<file path="src/rtl/emu_xactor_param.sv">
// Parametrised co-emulation transactor: byte-serial host port, N-step DUT run, automatic capture.
// Optional 32-bit dut_ce cycle counter at readback addresses NO..NO+3 when EMU_CYCLE_CNT_EN is defined.
module emu_xactor_param #(
  parameter int IN_WIDTH  = 24,
  parameter int OUT_WIDTH = 24,
  parameter int ADDR_W    = 4
) (
  input  logic                 clk_emu,
  input  logic                 rst_emu_n,
  input  logic [7:0]           Din_emu,
  input  logic [ADDR_W-1:0]    Addr_emu,
  input  logic                 wr_emu,
  input  logic                 load_emu,
  input  logic                 get_emu,
  input  logic                 run_emu,
  output logic [7:0]           Dout_emu,
  output logic                 busy_emu,
  output logic [IN_WIDTH-1:0]  dut_in,
  input  logic [OUT_WIDTH-1:0] dut_out,
  output logic                 dut_ce
);

  localparam int unsigned NI = (IN_WIDTH + 7) / 8;
  localparam int unsigned NO = (OUT_WIDTH + 7) / 8;

  typedef enum logic [1:0] {
    S_IDLE,
    S_RUN,
    S_CAPTURE
  } state_t;

  state_t                r_state;
  state_t                w_next;
  logic [7:0]            r_step;
  logic [IN_WIDTH-1:0]   r_stim;
  logic [OUT_WIDTH-1:0]  r_rb;
  logic [7:0]            w_rd_byte;
  int unsigned           w_addr;
  logic                  w_idle;
  logic                  w_cmd_any;
  logic                  w_do_load;
  logic                  w_do_get;
  logic                  w_do_run;
  logic                  w_do_wr;
  logic                  w_do_cap;

  assign w_addr = 32'(Addr_emu);
  assign w_idle = (r_state == S_IDLE);

  // Fixed priority load > get > run > wr; a run with count 0 still claims the slot.
  assign w_cmd_any = load_emu | get_emu | run_emu;
  assign w_do_load = w_idle & load_emu;
  assign w_do_get  = w_idle & ~load_emu & get_emu;
  assign w_do_run  = w_idle & ~load_emu & ~get_emu & run_emu & (Din_emu != 8'd0);
  assign w_do_wr   = wr_emu & (~w_idle | ~w_cmd_any) & (w_addr < NI);
  assign w_do_cap  = w_do_get | (r_state == S_CAPTURE);

  always_ff @(posedge clk_emu or negedge rst_emu_n) begin
    if (!rst_emu_n) begin
      r_state <= S_IDLE;
    end else begin
      r_state <= w_next;
    end
  end

  always_comb begin
    w_next = r_state;
    case (r_state)
      S_IDLE:    if (w_do_run) w_next = S_RUN;
      S_RUN:     if (r_step == 8'd1) w_next = S_CAPTURE;
      S_CAPTURE: w_next = S_IDLE;
      default:   w_next = S_IDLE;
    endcase
  end

  always_comb begin
    busy_emu = (r_state != S_IDLE);
    dut_ce   = (r_state == S_RUN);
  end

  always_ff @(posedge clk_emu or negedge rst_emu_n) begin
    if (!rst_emu_n) begin
      r_step <= '0;
    end else if (w_do_run) begin
      r_step <= Din_emu;
    end else if (r_state == S_RUN) begin
      r_step <= r_step - 8'd1;
    end
  end

  // Banks are held at exact bit width; bits past the vector in the last byte simply do not exist.
  always_ff @(posedge clk_emu or negedge rst_emu_n) begin
    if (!rst_emu_n) begin
      r_stim <= '0;
    end else begin
      for (int unsigned b = 0; b < IN_WIDTH; b++) begin
        if (w_do_wr && (w_addr == b / 8)) r_stim[b] <= Din_emu[b % 8];
      end
    end
  end

  always_ff @(posedge clk_emu or negedge rst_emu_n) begin
    if (!rst_emu_n) begin
      dut_in <= '0;
    end else if (w_do_load) begin
      dut_in <= r_stim;
    end
  end

  always_ff @(posedge clk_emu or negedge rst_emu_n) begin
    if (!rst_emu_n) begin
      r_rb <= '0;
    end else if (w_do_cap) begin
      r_rb <= dut_out;
    end
  end

`ifdef EMU_CYCLE_CNT_EN
  logic [31:0] r_cyc;
  logic [31:0] r_snap;
  logic [31:0] w_cyc_view;

  always_ff @(posedge clk_emu or negedge rst_emu_n) begin
    if (!rst_emu_n) begin
      r_cyc <= '0;
    end else if (w_do_load && (Addr_emu == '1)) begin
      r_cyc <= '0;
    end else if (r_state == S_RUN) begin
      r_cyc <= r_cyc + 32'd1;
    end
  end

  // Reading the low byte latches the whole count so the next three bytes match it.
  always_ff @(posedge clk_emu or negedge rst_emu_n) begin
    if (!rst_emu_n) begin
      r_snap <= '0;
    end else if (w_addr == NO) begin
      r_snap <= r_cyc;
    end
  end

  assign w_cyc_view = (w_addr == NO) ? r_cyc : r_snap;
`endif

  always_comb begin
    w_rd_byte = '0;
    for (int unsigned b = 0; b < OUT_WIDTH; b++) begin
      if (w_addr == b / 8) w_rd_byte[b % 8] = r_rb[b];
    end
`ifdef EMU_CYCLE_CNT_EN
    for (int unsigned k = 0; k < 4; k++) begin
      if (w_addr == NO + k) w_rd_byte = w_cyc_view[k*8 +: 8];
    end
`endif
  end

  always_ff @(posedge clk_emu or negedge rst_emu_n) begin
    if (!rst_emu_n) begin
      Dout_emu <= '0;
    end else begin
      Dout_emu <= w_rd_byte;
    end
  end

endmodule

</file>
<file path="config.mk">
export PLATFORM = sky130hd
export DESIGN_NAME = emu_xactor_param
export DESIGN_NICKNAME = d
export VERILOG_FILES = /design/src/rtl/emu_xactor_param.sv
export SDC_FILE = /design/constraint.sdc
export NUM_CORES = 1
export LEC_CHECK = 0
export ABC_CLOCK_PERIOD_IN_PS = 2200
export CORE_ASPECT_RATIO = 0.75
export CORE_UTILIZATION = 55
export DETAILED_ROUTE_END_ITERATION = 10
export DONT_BUFFER_PORTS = 1
export PLACE_DENSITY = 0.7
export SYNTH_ARGS = -nofsm -noshare
export SYNTH_HDL_FRONTEND = slang
export SYNTH_SLANG_ARGS = --single-unit
</file>
<file path="constraint.sdc">
create_clock -name clk_emu -period 2.2 [get_ports clk_emu]
set_clock_uncertainty 0.1 [all_clocks]
set_input_delay 0.44 -clock clk_emu [delete_from_list [all_inputs] [get_ports clk_emu]]
set_output_delay 0.44 -clock clk_emu [all_outputs]
set_load 0.05 [all_outputs]
</file>
==> metrics.cfg <==
[final_layout]
fill_cells = 491
num_antenna_cells = 0
fin_cells = 366
final_layout_size_suffix_gt1_share_pct = 35.8
synthToLayoutAreaGrowth_pct = 9.14
finalNetCount = 324

[worst_setup_path]
start_kind = flop
crit_fanout = 10
critPathRequiredTime_ns = 1.66
crit_arrival_ns = 1.47
r2r_end = r_step[0]
r2r_cells = 4
r2r_start = r_state[1]
end_kind = output port
rrSetupSlack_ns = 0.45
crit_type = flop to output port

[run]
cap_violations = 0

[floorplanning]
rows = 25
ios = 76
die_w_um = 96.7
die_y_um = 73.0
die-area_um2 = 7060
core_region_area_um2 = 6380
initial_utilization_pct = 57.9

[timing]
finalCritPeriodShare_pct = 91.2
max_slew.worst_pin.slew_ns = 0.511
final_hold_viol_count = 90
setup_viol = 0
maxSlewHeadroom_pct = 65.9
drv_slew = 0
whs_ns = -0.327
setup_slack_ns = 0.194
fin_setup_tns_ns = 0
period_needed_ns = 2.01
rsz0062_at_grt = false
fmax_mhz = 499

[route]
viasPerCell = 5.76
drt-total-wl_um = 6750
drtAntennaViolNets = 0
wl_per_cell_um = 18.4
num_vias = 2108
first_iter_violations = 112
post-route-drc-count = 0
first_pass_iters = 4

[outcome]
outcome = finished, violations left
violations = negative hold slack

[cts]
cts-root-buf = clkbuf_8
cts_max_path_buffers = 2
cts_tree = built
h-tree-depth = 3
cts_made_buffers = 9
cts_resized = 0
cts_setup_buffers = 0
clk_pin_slew_ns = 0.09
cts_sinks = 90
worstSkewPairLatency_ns = 0.35

[global_route]
antenna_found_initial = 0
grt_pass1_wl_um = 11200
grt_pass1_vias = 2128
overflow = 0
grt_max_degree = 91
globalRouteTotalUtil_pct = 21.2

[power]
power.leakage_nw = 1.88
power.density_nw_per_um2 = 1290
vdd_drop_max_uv = 572

[logic_synthesis]
ys_types = 32
yosys_register_bits = 90
avgSynthCellArea_um2 = 13.7
ys_async_sr_fraction_pct = 100
synth_cells = 269
yosysSeqAreaShare_pct = 60.9
syn_nets = 313
yosys_warnings = 0
syn-cell-area_um2 = 3700
synth_edf_count = 0
synth_flop_cell = dfrtp_1

[placed_design]
gp_congestion = 0.856
placed_cells = 350
numPortBuffers = 0
post-place-ws_ns = 0.343
dp_hpwl_um = 4720

[hold_path]
hp-class = input pin to async pin

-- where the power goes --
group / internal (mW) / total, mW / leakage, nW / switching [mW]
logic: 0.608 / 1.03 / 0.613 / 0.425
clock network: 0.590 / 1.16 / 0.102 / 0.565
registers: 2.21 / 3.01 / 1.16 / 0.804
-- cell usage after synthesis (2+ instances only) --
| cell type | count | area, µm² |
|---|---|---|
| nor3_1 | 3 | 15.0 |
| mux2_2 | 69 | 777 |
| or4_1 | 2 | 15.0 |
| nor2_1 | 18 | 67.6 |
| buf_2 | 5 | 25.0 |
| o21ai_0 | 9 | 45.0 |
| nand2_1 | 15 | 56.3 |
| o211ai_1 | 3 | 22.5 |
| a221o_1 | 2 | 20.0 |
| a21oi_1 | 13 | 65.1 |
| nand2b_1 | 3 | 18.8 |
| nand3_1 | 5 | 25.0 |
| ha_1 | 2 | 25.0 |
| nand3_4 | 2 | 35.0 |
| xor2_1 | 3 | 26.3 |
| inv_1 | 5 | 18.8 |
| mux2_4 | 2 | 30.0 |
| and2_1 | 3 | 18.8 |
| nor4_1 | 2 | 12.5 |
| clkbuf_1 | 2 | 7.51 |
| dfrtp_1 | 90 | 2250 |
-- layout make-up --
cell class	instances	area (µm²)	area share [%]
timing repair buffer	7	52.6	1.30
multi-input combinational	167	1400	34.6
sequential	90	2250	55.8
clock inverter	5	62.6	1.55
clock buffer	11	151	3.75
inverter	5	18.8	0.465
tap	81	101	2.51
-- metal layers --
| layer | wire [µm] | global-route usage [%] | vias up | part of all wire (%) |
|---|---|---|---|---|
| li1 | - | - | 976 | - |
| met1 | 3070 | 28.2 | 1080 | 45 |
| met2 | 3220 | 32.2 | 47 | 48 |
| met3 | 397 | 8.72 | 5 | 5.9 |
| met4 | 56 | 6.30 | 0 | 0.83 |
| met5 | 0 | 0 | - | 0 |
-- logic make-up after synthesis --
family	after synthesis	synth area share (%)
muxes	72	22.1
AOI/OAI and AO/OA	29	4.74
adders and majority gates	2	0.677
buffers and inverters	12	1.39
xor gates and xnor gates	3	0.711
DFF	90	60.9
and+or+nand+nor	61	9.41
-- worst max-delay path: stages, from the launching register on --
cell,delay (ns)
dfrtp_1,0.41
nand2b_1,0.29
inv_1,0.19
buf_4,0.24
-- through the flow --
step / instance area (µm²) / hold slack [ns] / utilization (%) / power (mW)
2_1_floorplan: 3700 / 0.0444 / - / 3.84
3_3_place_gp: 3820 / 0.0463 / 59.9 / 4.03
3_5_place_dp: 3820 / 0.0464 / 59.9 / 4.09
4_1_cts: 4030 / -0.348 / 63.2 / 5.25
5_1_grt: 4030 / -0.364 / 63.2 / 5.51
6_report: 4030 / -0.327 / 63.2 / 5.20
-- state kept, by name, indices dropped and copies added, names as in the netlist --
| register | cells |
|---|---|
| r_step | 8 |
| r_state | 2 |
| r_rb | 24 |
| r_stim | 24 |
| Dout_emu | 8 |
| dut_in | 24 |
-- cell usage in the layout (no fill, tap or decap), drive strengths merged, types with 5 or more instances in the layout --
cell type,instances
nand3,7
clkbuf,11
buf,7
nor2,19
o21ai,9
dfrtp,90
a21oi,14
mux2,72
inv,5
nand2,15
-- worst max path at each step --
stage	start	endpoint	slack (ns)	cells past startpoint
3_5_place_dp	load_emu	r_stim[15]	0.34	4
5_1_grt	r_state[1]	dut_ce	0.08	3
2_1_floorplan	r_state[1]	dut_in[10]	0.27	5
3_3_place_gp	load_emu	r_stim[15]	0.38	4
4_1_cts	r_state[1]	dut_ce	0.18	3
6_report	r_state[1]	dut_ce	0.19	3
Note: power is estimated with default switching activity, not from simulation.
